[config.mk]
export PLATFORM = sky130hd
export DESIGN_NAME = clk_div_sched
export DESIGN_NICKNAME = d
export VERILOG_FILES = /design/src/rtl/clk_div_pkg.sv /design/src/rtl/clk_div_core.sv /design/src/rtl/clk_div_sched.sv
export SDC_FILE = /design/constraint.sdc
export NUM_CORES = 1
export LEC_CHECK = 0
export ABC_AREA = 1
export BUFFER_PORTS_ARGS = -buffer_cell sky130_fd_sc_hd__buf_2
export CAP_MARGIN = 20
export CORE_UTILIZATION = 53
export CTS_CLUSTER_DIAMETER = 100
export DETAILED_ROUTE_END_ITERATION = 16
export GPL_ROUTABILITY_DRIVEN = 0
export MAX_ROUTING_LAYER = met4
export PLACE_DENSITY = 0.76
export SYNTH_ARGS = -nofsm -noshare
export SYNTH_HDL_FRONTEND = slang
export SYNTH_SLANG_ARGS = --single-unit
[constraint.sdc]
create_clock -name clk -period 1.95 [get_ports clk]
set_input_delay 0.0975 -clock clk [delete_from_list [all_inputs] [get_ports clk]]
set_output_delay 0.0975 -clock clk [all_outputs]
set_load 0.03 [all_outputs]
[src/rtl/clk_div_pkg.sv]
// Shared types and defaults for the even-ratio clock divider controller.
package clk_div_pkg;

   localparam int CNT_W_DEF        = 8;
   localparam int DEFAULT_HALF_DEF = 1;

   typedef enum logic [1:0] {
      ST_IDLE  = 2'd0,
      ST_RUN   = 2'd1,
      ST_DRAIN = 2'd2
   } state_t;

endpackage

[src/rtl/clk_div_core.sv]
// Period counter and divided-clock decode; all outputs come from registers.
module clk_div_core
   import clk_div_pkg::*;
#(
   parameter int CNT_W = CNT_W_DEF
) (
   input  logic             clk,
   input  logic             resetn,
   input  logic             active,
   input  logic             load,
   input  logic             clear,
   input  logic [CNT_W-1:0] half,
   output logic             div_out,
   output logic             div_rise,
   output logic             period_end
);

   logic [CNT_W:0] cnt_q;
   logic [CNT_W:0] cnt_d;
   logic [CNT_W:0] last_cnt;

   // 2*half-1 at CNT_W+1 bits; half is never 0 while active
   assign last_cnt = {half, 1'b0} - (CNT_W+1)'(1);

   always_comb begin
      cnt_d = cnt_q;
      if (clear || load) begin
         cnt_d = '0;
      end else if (active) begin
         cnt_d = cnt_q + (CNT_W+1)'(1);
      end
   end

   always_ff @(posedge clk) begin
      if (!resetn) begin
         cnt_q <= '0;
      end else begin
         cnt_q <= cnt_d;
      end
   end

   assign div_out    = active && (cnt_q < {1'b0, half});
   assign div_rise   = active && (cnt_q == '0);
   assign period_end = active && (cnt_q == last_cnt);

endmodule

[src/rtl/clk_div_sched.sv]
// Divider FSM and cfg handshake; ratio changes only at period boundaries.
// Optional period counter enabled by CLK_DIV_SCHED_PERIOD_CNT_EN.
module clk_div_sched
   import clk_div_pkg::*;
#(
   parameter int CNT_W        = CNT_W_DEF,
   parameter int DEFAULT_HALF = DEFAULT_HALF_DEF
) (
   input  logic             clk,
   input  logic             resetn,
   input  logic             run_en,
   input  logic             cfg_valid,
   output logic             cfg_ready,
   input  logic [CNT_W-1:0] cfg_half,
   output logic             div_out,
   output logic             div_rise,
   output logic             busy,
   output logic [CNT_W-1:0] cur_half
`ifdef CLK_DIV_SCHED_PERIOD_CNT_EN
   ,
   output logic [15:0]      period_cnt
`endif
);

   state_t           state_q;
   state_t           state_d;
   logic [CNT_W-1:0] cur_half_q;
   logic [CNT_W-1:0] cur_half_d;
   logic [CNT_W-1:0] pend_half_q;
   logic [CNT_W-1:0] pend_half_d;
   logic             core_load;
   logic             core_clear;
   logic             period_end;
   logic             xfer;

   assign busy      = (state_q != ST_IDLE);
   assign cfg_ready = (state_q != ST_DRAIN);
   assign xfer      = cfg_valid && cfg_ready;
   assign cur_half  = cur_half_q;

   always_comb begin
      state_d     = state_q;
      cur_half_d  = cur_half_q;
      pend_half_d = pend_half_q;
      core_load   = 1'b0;
      core_clear  = 1'b0;
      unique case (state_q)
         ST_IDLE: begin
            core_clear = 1'b1;
            if (xfer) begin
               cur_half_d = cfg_half;
            end
            if (run_en && (cur_half_d != '0)) begin
               state_d = ST_RUN;
            end
         end
         ST_RUN: begin
            if (period_end) begin
               core_load = 1'b1;
               if (xfer) begin
                  cur_half_d = cfg_half;
                  if ((cfg_half == '0) || !run_en) begin
                     state_d = ST_IDLE;
                  end
               end else if (!run_en) begin
                  state_d = ST_IDLE;
               end
            end else if (xfer) begin
               pend_half_d = cfg_half;
               state_d     = ST_DRAIN;
            end
         end
         ST_DRAIN: begin
            if (period_end) begin
               core_load  = 1'b1;
               cur_half_d = pend_half_q;
               if ((pend_half_q == '0) || !run_en) begin
                  state_d = ST_IDLE;
               end else begin
                  state_d = ST_RUN;
               end
            end
         end
         default: begin
            state_d = ST_IDLE;
         end
      endcase
   end

   always_ff @(posedge clk) begin
      if (!resetn) begin
         state_q     <= ST_IDLE;
         cur_half_q  <= CNT_W'(DEFAULT_HALF);
         pend_half_q <= '0;
      end else begin
         state_q     <= state_d;
         cur_half_q  <= cur_half_d;
         pend_half_q <= pend_half_d;
      end
   end

   clk_div_core #(
      .CNT_W (CNT_W)
   ) u_core (
      .clk        (clk),
      .resetn     (resetn),
      .active     (busy),
      .load       (core_load),
      .clear      (core_clear),
      .half       (cur_half_q),
      .div_out    (div_out),
      .div_rise   (div_rise),
      .period_end (period_end)
   );

`ifdef CLK_DIV_SCHED_PERIOD_CNT_EN
   logic [15:0] period_cnt_q;
   logic [15:0] period_cnt_d;

   always_comb begin
      period_cnt_d = period_cnt_q;
      if ((state_q == ST_IDLE) && (state_d == ST_RUN)) begin
         period_cnt_d = '0;
      end else if (period_end && (period_cnt_q != 16'hFFFF)) begin
         period_cnt_d = period_cnt_q + 16'd1;
      end
   end

   always_ff @(posedge clk) begin
      if (!resetn) begin
         period_cnt_q <= '0;
      end else begin
         period_cnt_q <= period_cnt_d;
      end
   end

   assign period_cnt = period_cnt_q;
`endif

endmodule

==> out/results.ini <==
[timing]
relSlewSlack_pct = 76.4
setup_viol = 1
clock_skew_ps = 3.22
finalHoldViolations = 0
fin_crit_ps = 1950
timing.final.crit_share_pct = 100
slew_at_the_pin_closest_to_its_max_slew_limit_ps = 354
final-max-slew-violation-count = 0
setup_slack_ps = -1.86
unrepaired_setup_endpoints_after_global_routing = yes
setup_tns_ps = -1.86
achievable-frequency_mhz = 512

[clock_network]
clk_latency_ps = 280
tritoncts_num_sinks = 27
tritoncts = built
maximum_count_of_clock_buffers_along_a_single_path = 2
clockRootBuffer = sky130_fd_sc_hd__clkbuf_8
ctsHoldBuffers = 0
htree_num_levels = 1
tritoncts.num_buffers = 3
cts.reportedPaths.clkPinSlew_ps = 90

[detailed_routing]
detail_route.drc_violations = 0
dr.max_layer_used = met4
routed_wl_mm = 5.40
met2WireLength_mm = 2.63
remaining_antenna_violation_count = 0
wl_met3_microns = 165
wire_length_per_cell_after_detailed_routing_microns = 12.9
drtIter0Drc = 120
route.layer.met1.wl_mm = 2.50
vias = 2170
drt-vias-per-instance = 5.18
detailedRoute.firstPassIterationCount = 4

[global_routing]
vias_in_the_first_global_route = 1964
globalRouteOverflowTotal = 0
first_pass_grt_wire_length_mm = 8.82
grt_max_degree = 19
antenna_found_initial = 0
overall_global_routing_usage_pct = 28.3

[logic_synthesis]
nets_in_the_synthesized_netlist = 355
yosys.area_share.xor_xnor_pct = 4.63
arithmetic_cell_share_of_the_synthesized_area_counting_full_adders_half_adders_and_majority_gates_pct = 8.53
seq_area_frac_synth_pct = 26.3
yosys_register_bits = 27
post_synth_inst_count = 329
post_synth_and_or_nand_nor_area_fraction_pct = 39.4
synthesis.yosys.warnings = 0
synth.cell_area_sq_mm = 0.00205
syn-mean-instance-area_sq_um = 6.24
yosys-mux-area-fraction_pct = 0
synth.lib_cells_used.distinct = 31
synth_compound_area_share_pct = 9.87
ys_top_cells_by_area = sky130_fd_sc_hd__dfxtp_1 (26%), sky130_fd_sc_hd__nand2_1 (17%), sky130_fd_sc_hd__ha_1 (8.5%)
synth_top_family_by_area = simple AND/OR/NAND/NOR gates
synth_area_leader_cell = sky130_fd_sc_hd__dfxtp_1
synthDominantCellAreaShare_pct = 26.3

[die]
floorplan.initialDensity_pct = 55.7
dieWidth_microns = 64.3
die_height_microns = 64.3
core.rowCount = 22
floorplan.die_area_sq_mm = 0.00413
floorplan.core_area_sq_mm = 0.00369
io_pins = 24

[worst_setup_path]
setup.worst_path.end_class = register
cp.required_ps = 2130
worstSetupPathType = register to register
critPathArrivalTime_ps = 2130
critPathSlowestCell = sky130_fd_sc_hd__dfxtp_4
slowest_delay_ps = 360
critical_path.cell_chain = buf_4, nor2_2, nand2_1, nand2_1, nand2_1, xor2_2, nand3_4, nand2_4, nand3_4, nor2_1, nor2_2
critical_path.most_common_cell = sky130_fd_sc_hd__nand2_1
crit_path_start_kind = register
dominant_delay_contributor_by_cell_family_on_the_critical_path = simple AND/OR/NAND/NOR gates
crit_buf_inv = 1
critical_path_peak_fanout = 8

[power]
maximum_ir_drop_on_the_vdd_rail_mv = 0.551
power.density_mw_per_mm2 = 1330
total_leakage_power_uw = 0.00123

[cells_and_area]
share_of_cells_above_drive_strength_1_pct = 25.9
final_net_count = 398
multi_input_area_sq_mm = 0.00139
layout.area.seq_sq_um = 559
nFillCells = 347
flow.area_growth_from_synthesis_pct = 23.4
antennaDiodeCount = 0

[worst_hold_path]
hp-class = primary input to register

[run]
maxCapViolations = 0

[run_status]
violations = setup timing
status = complete, but fails checks

[place]
post-place-ws_ps = -47.7
place.detailed.hpwl_mm = 4.00
port_buffers = 23

-- layout by cell type (no fill, tap or decap), types with 5 or more instances in the layout --
master / Yosys / routed
sky130_fd_sc_hd__a21oi_1: 14 / 13
sky130_fd_sc_hd__buf_2: 5 / 22
sky130_fd_sc_hd__buf_4: 1 / 24
sky130_fd_sc_hd__dfxtp_1: 27 / 18
sky130_fd_sc_hd__dfxtp_2: 0 / 6
sky130_fd_sc_hd__ha_1: 14 / 12
sky130_fd_sc_hd__inv_1: 43 / 40
sky130_fd_sc_hd__inv_2: 5 / 5
sky130_fd_sc_hd__nand2_1: 94 / 89
sky130_fd_sc_hd__nand2_2: 2 / 6
sky130_fd_sc_hd__nand3_1: 16 / 15
sky130_fd_sc_hd__nand4_1: 12 / 12
sky130_fd_sc_hd__nor2_1: 46 / 41
sky130_fd_sc_hd__nor2_2: 3 / 6
sky130_fd_sc_hd__o21ai_0: 20 / 18
sky130_fd_sc_hd__xor2_1: 5 / 5
-- state kept, by name, summed over array words and instances, names as in the netlist --
name / cells
cur_half: 8
pend_half_q: 8
state_q: 2
u_core.cnt_q: 9
-- final cells by class --
| type | count | share of cell area, % |
|---|---|---|
| Timing Repair Buffer | 46 | 11.4 |
| Inverter | 48 | 7.40 |
| Clock buffer | 4 | 1.78 |
| Tap cell | 48 | 2.37 |
| Multi-Input combinational cell | 246 | 55.0 |
| Sequential cell | 27 | 22.1 |
-- metrics by stage --
step,cells,power (uW),utilization (%),hold WS (ps),cell area (sq um)
finish,419,3370,68.8,104,2540
global route,419,3630,68.8,133,2540
CTS,413,3200,66.0,114,2440
detailed placement,405,2730,62.7,403,2310
global placement,405,2710,62.7,388,2310
floorplan,329,2220,-,288,2080
-- power by group --
part	switching, uW	internal (uW)	leakage, uW
Clock	182	147	0.0000228
Combinational	1400	812	0.000984
Sequential	122	704	0.000224
Total	1700	1660	0.00123
-- worst reg2reg max path, stage by stage (launching register included) --
cell and delay (ps):
sky130_fd_sc_hd__dfxtp_4 360, sky130_fd_sc_hd__buf_4 130, sky130_fd_sc_hd__nor2_2 140, sky130_fd_sc_hd__nand2_1 110
sky130_fd_sc_hd__nand2_1 70, sky130_fd_sc_hd__nand2_1 80, sky130_fd_sc_hd__xor2_2 270, sky130_fd_sc_hd__nand3_4 180
sky130_fd_sc_hd__nand2_4 150, sky130_fd_sc_hd__nand3_4 140, sky130_fd_sc_hd__nor2_1 170, sky130_fd_sc_hd__nor2_2 50
-- kinds of logic (layout without fill, tap and decap cells) --
kind of cell | after synthesis | count (layout)
compound gates | 38 | 38
flops | 27 | 27
buf+inv | 57 | 98
simple gates | 183 | 184
fa+ha+maj | 14 | 14
xor+xnor | 10 | 10
-- synth_stat cells --
cell type,count
sky130_fd_sc_hd__a2111oi_0,1
sky130_fd_sc_hd__a21oi_1,14
sky130_fd_sc_hd__a31oi_1,1
sky130_fd_sc_hd__buf_2,5
sky130_fd_sc_hd__buf_4,1
sky130_fd_sc_hd__buf_6,1
sky130_fd_sc_hd__clkbuf_1,2
sky130_fd_sc_hd__dfxtp_1,27
sky130_fd_sc_hd__ha_1,14
sky130_fd_sc_hd__inv_1,43
sky130_fd_sc_hd__inv_2,5
sky130_fd_sc_hd__nand2_1,94
sky130_fd_sc_hd__nand2_2,2
sky130_fd_sc_hd__nand2_4,1
sky130_fd_sc_hd__nand3_1,16
sky130_fd_sc_hd__nand3_2,1
sky130_fd_sc_hd__nand3_4,2
sky130_fd_sc_hd__nand4_1,12
sky130_fd_sc_hd__nor2_1,46
sky130_fd_sc_hd__nor2_2,3
sky130_fd_sc_hd__nor2_4,1
sky130_fd_sc_hd__nor3_1,2
sky130_fd_sc_hd__nor3b_1,1
sky130_fd_sc_hd__nor4_1,1
sky130_fd_sc_hd__o211ai_2,1
sky130_fd_sc_hd__o21ai_0,20
sky130_fd_sc_hd__o21ai_1,1
sky130_fd_sc_hd__or2_2,1
sky130_fd_sc_hd__xnor2_1,4
sky130_fd_sc_hd__xor2_1,5
sky130_fd_sc_hd__xor2_2,1
-- what timing repair did --
item                       4_1_cts  5_1_grt
setup endpoints to repair       19       28
setup buffers                    3        6
pin swaps                       10       11
cloned                           1        0
gates resized for setup         18       18
-- final timing paths --
kind / from / end / slack (ps) / depth (start not counted)
min reg2reg: u_core.cnt_q[0] / u_core.cnt_q[0] / 480 / 1
max: cur_half[1] / cur_half[4] / -2 / 11
max reg2reg: cur_half[1] / cur_half[4] / -2 / 11
min: cfg_half[5] / pend_half_q[5] / 100 / 3
-- routing by layer --
metal  vias to the layer above  track usage (%)
met5                         -                -
met4                         0             10.0
met3                         8             2.68
met2                        51             47.5
met1                       987             35.3
li1                       1124                -
Note: power is estimated with default switching activity, not from simulation.
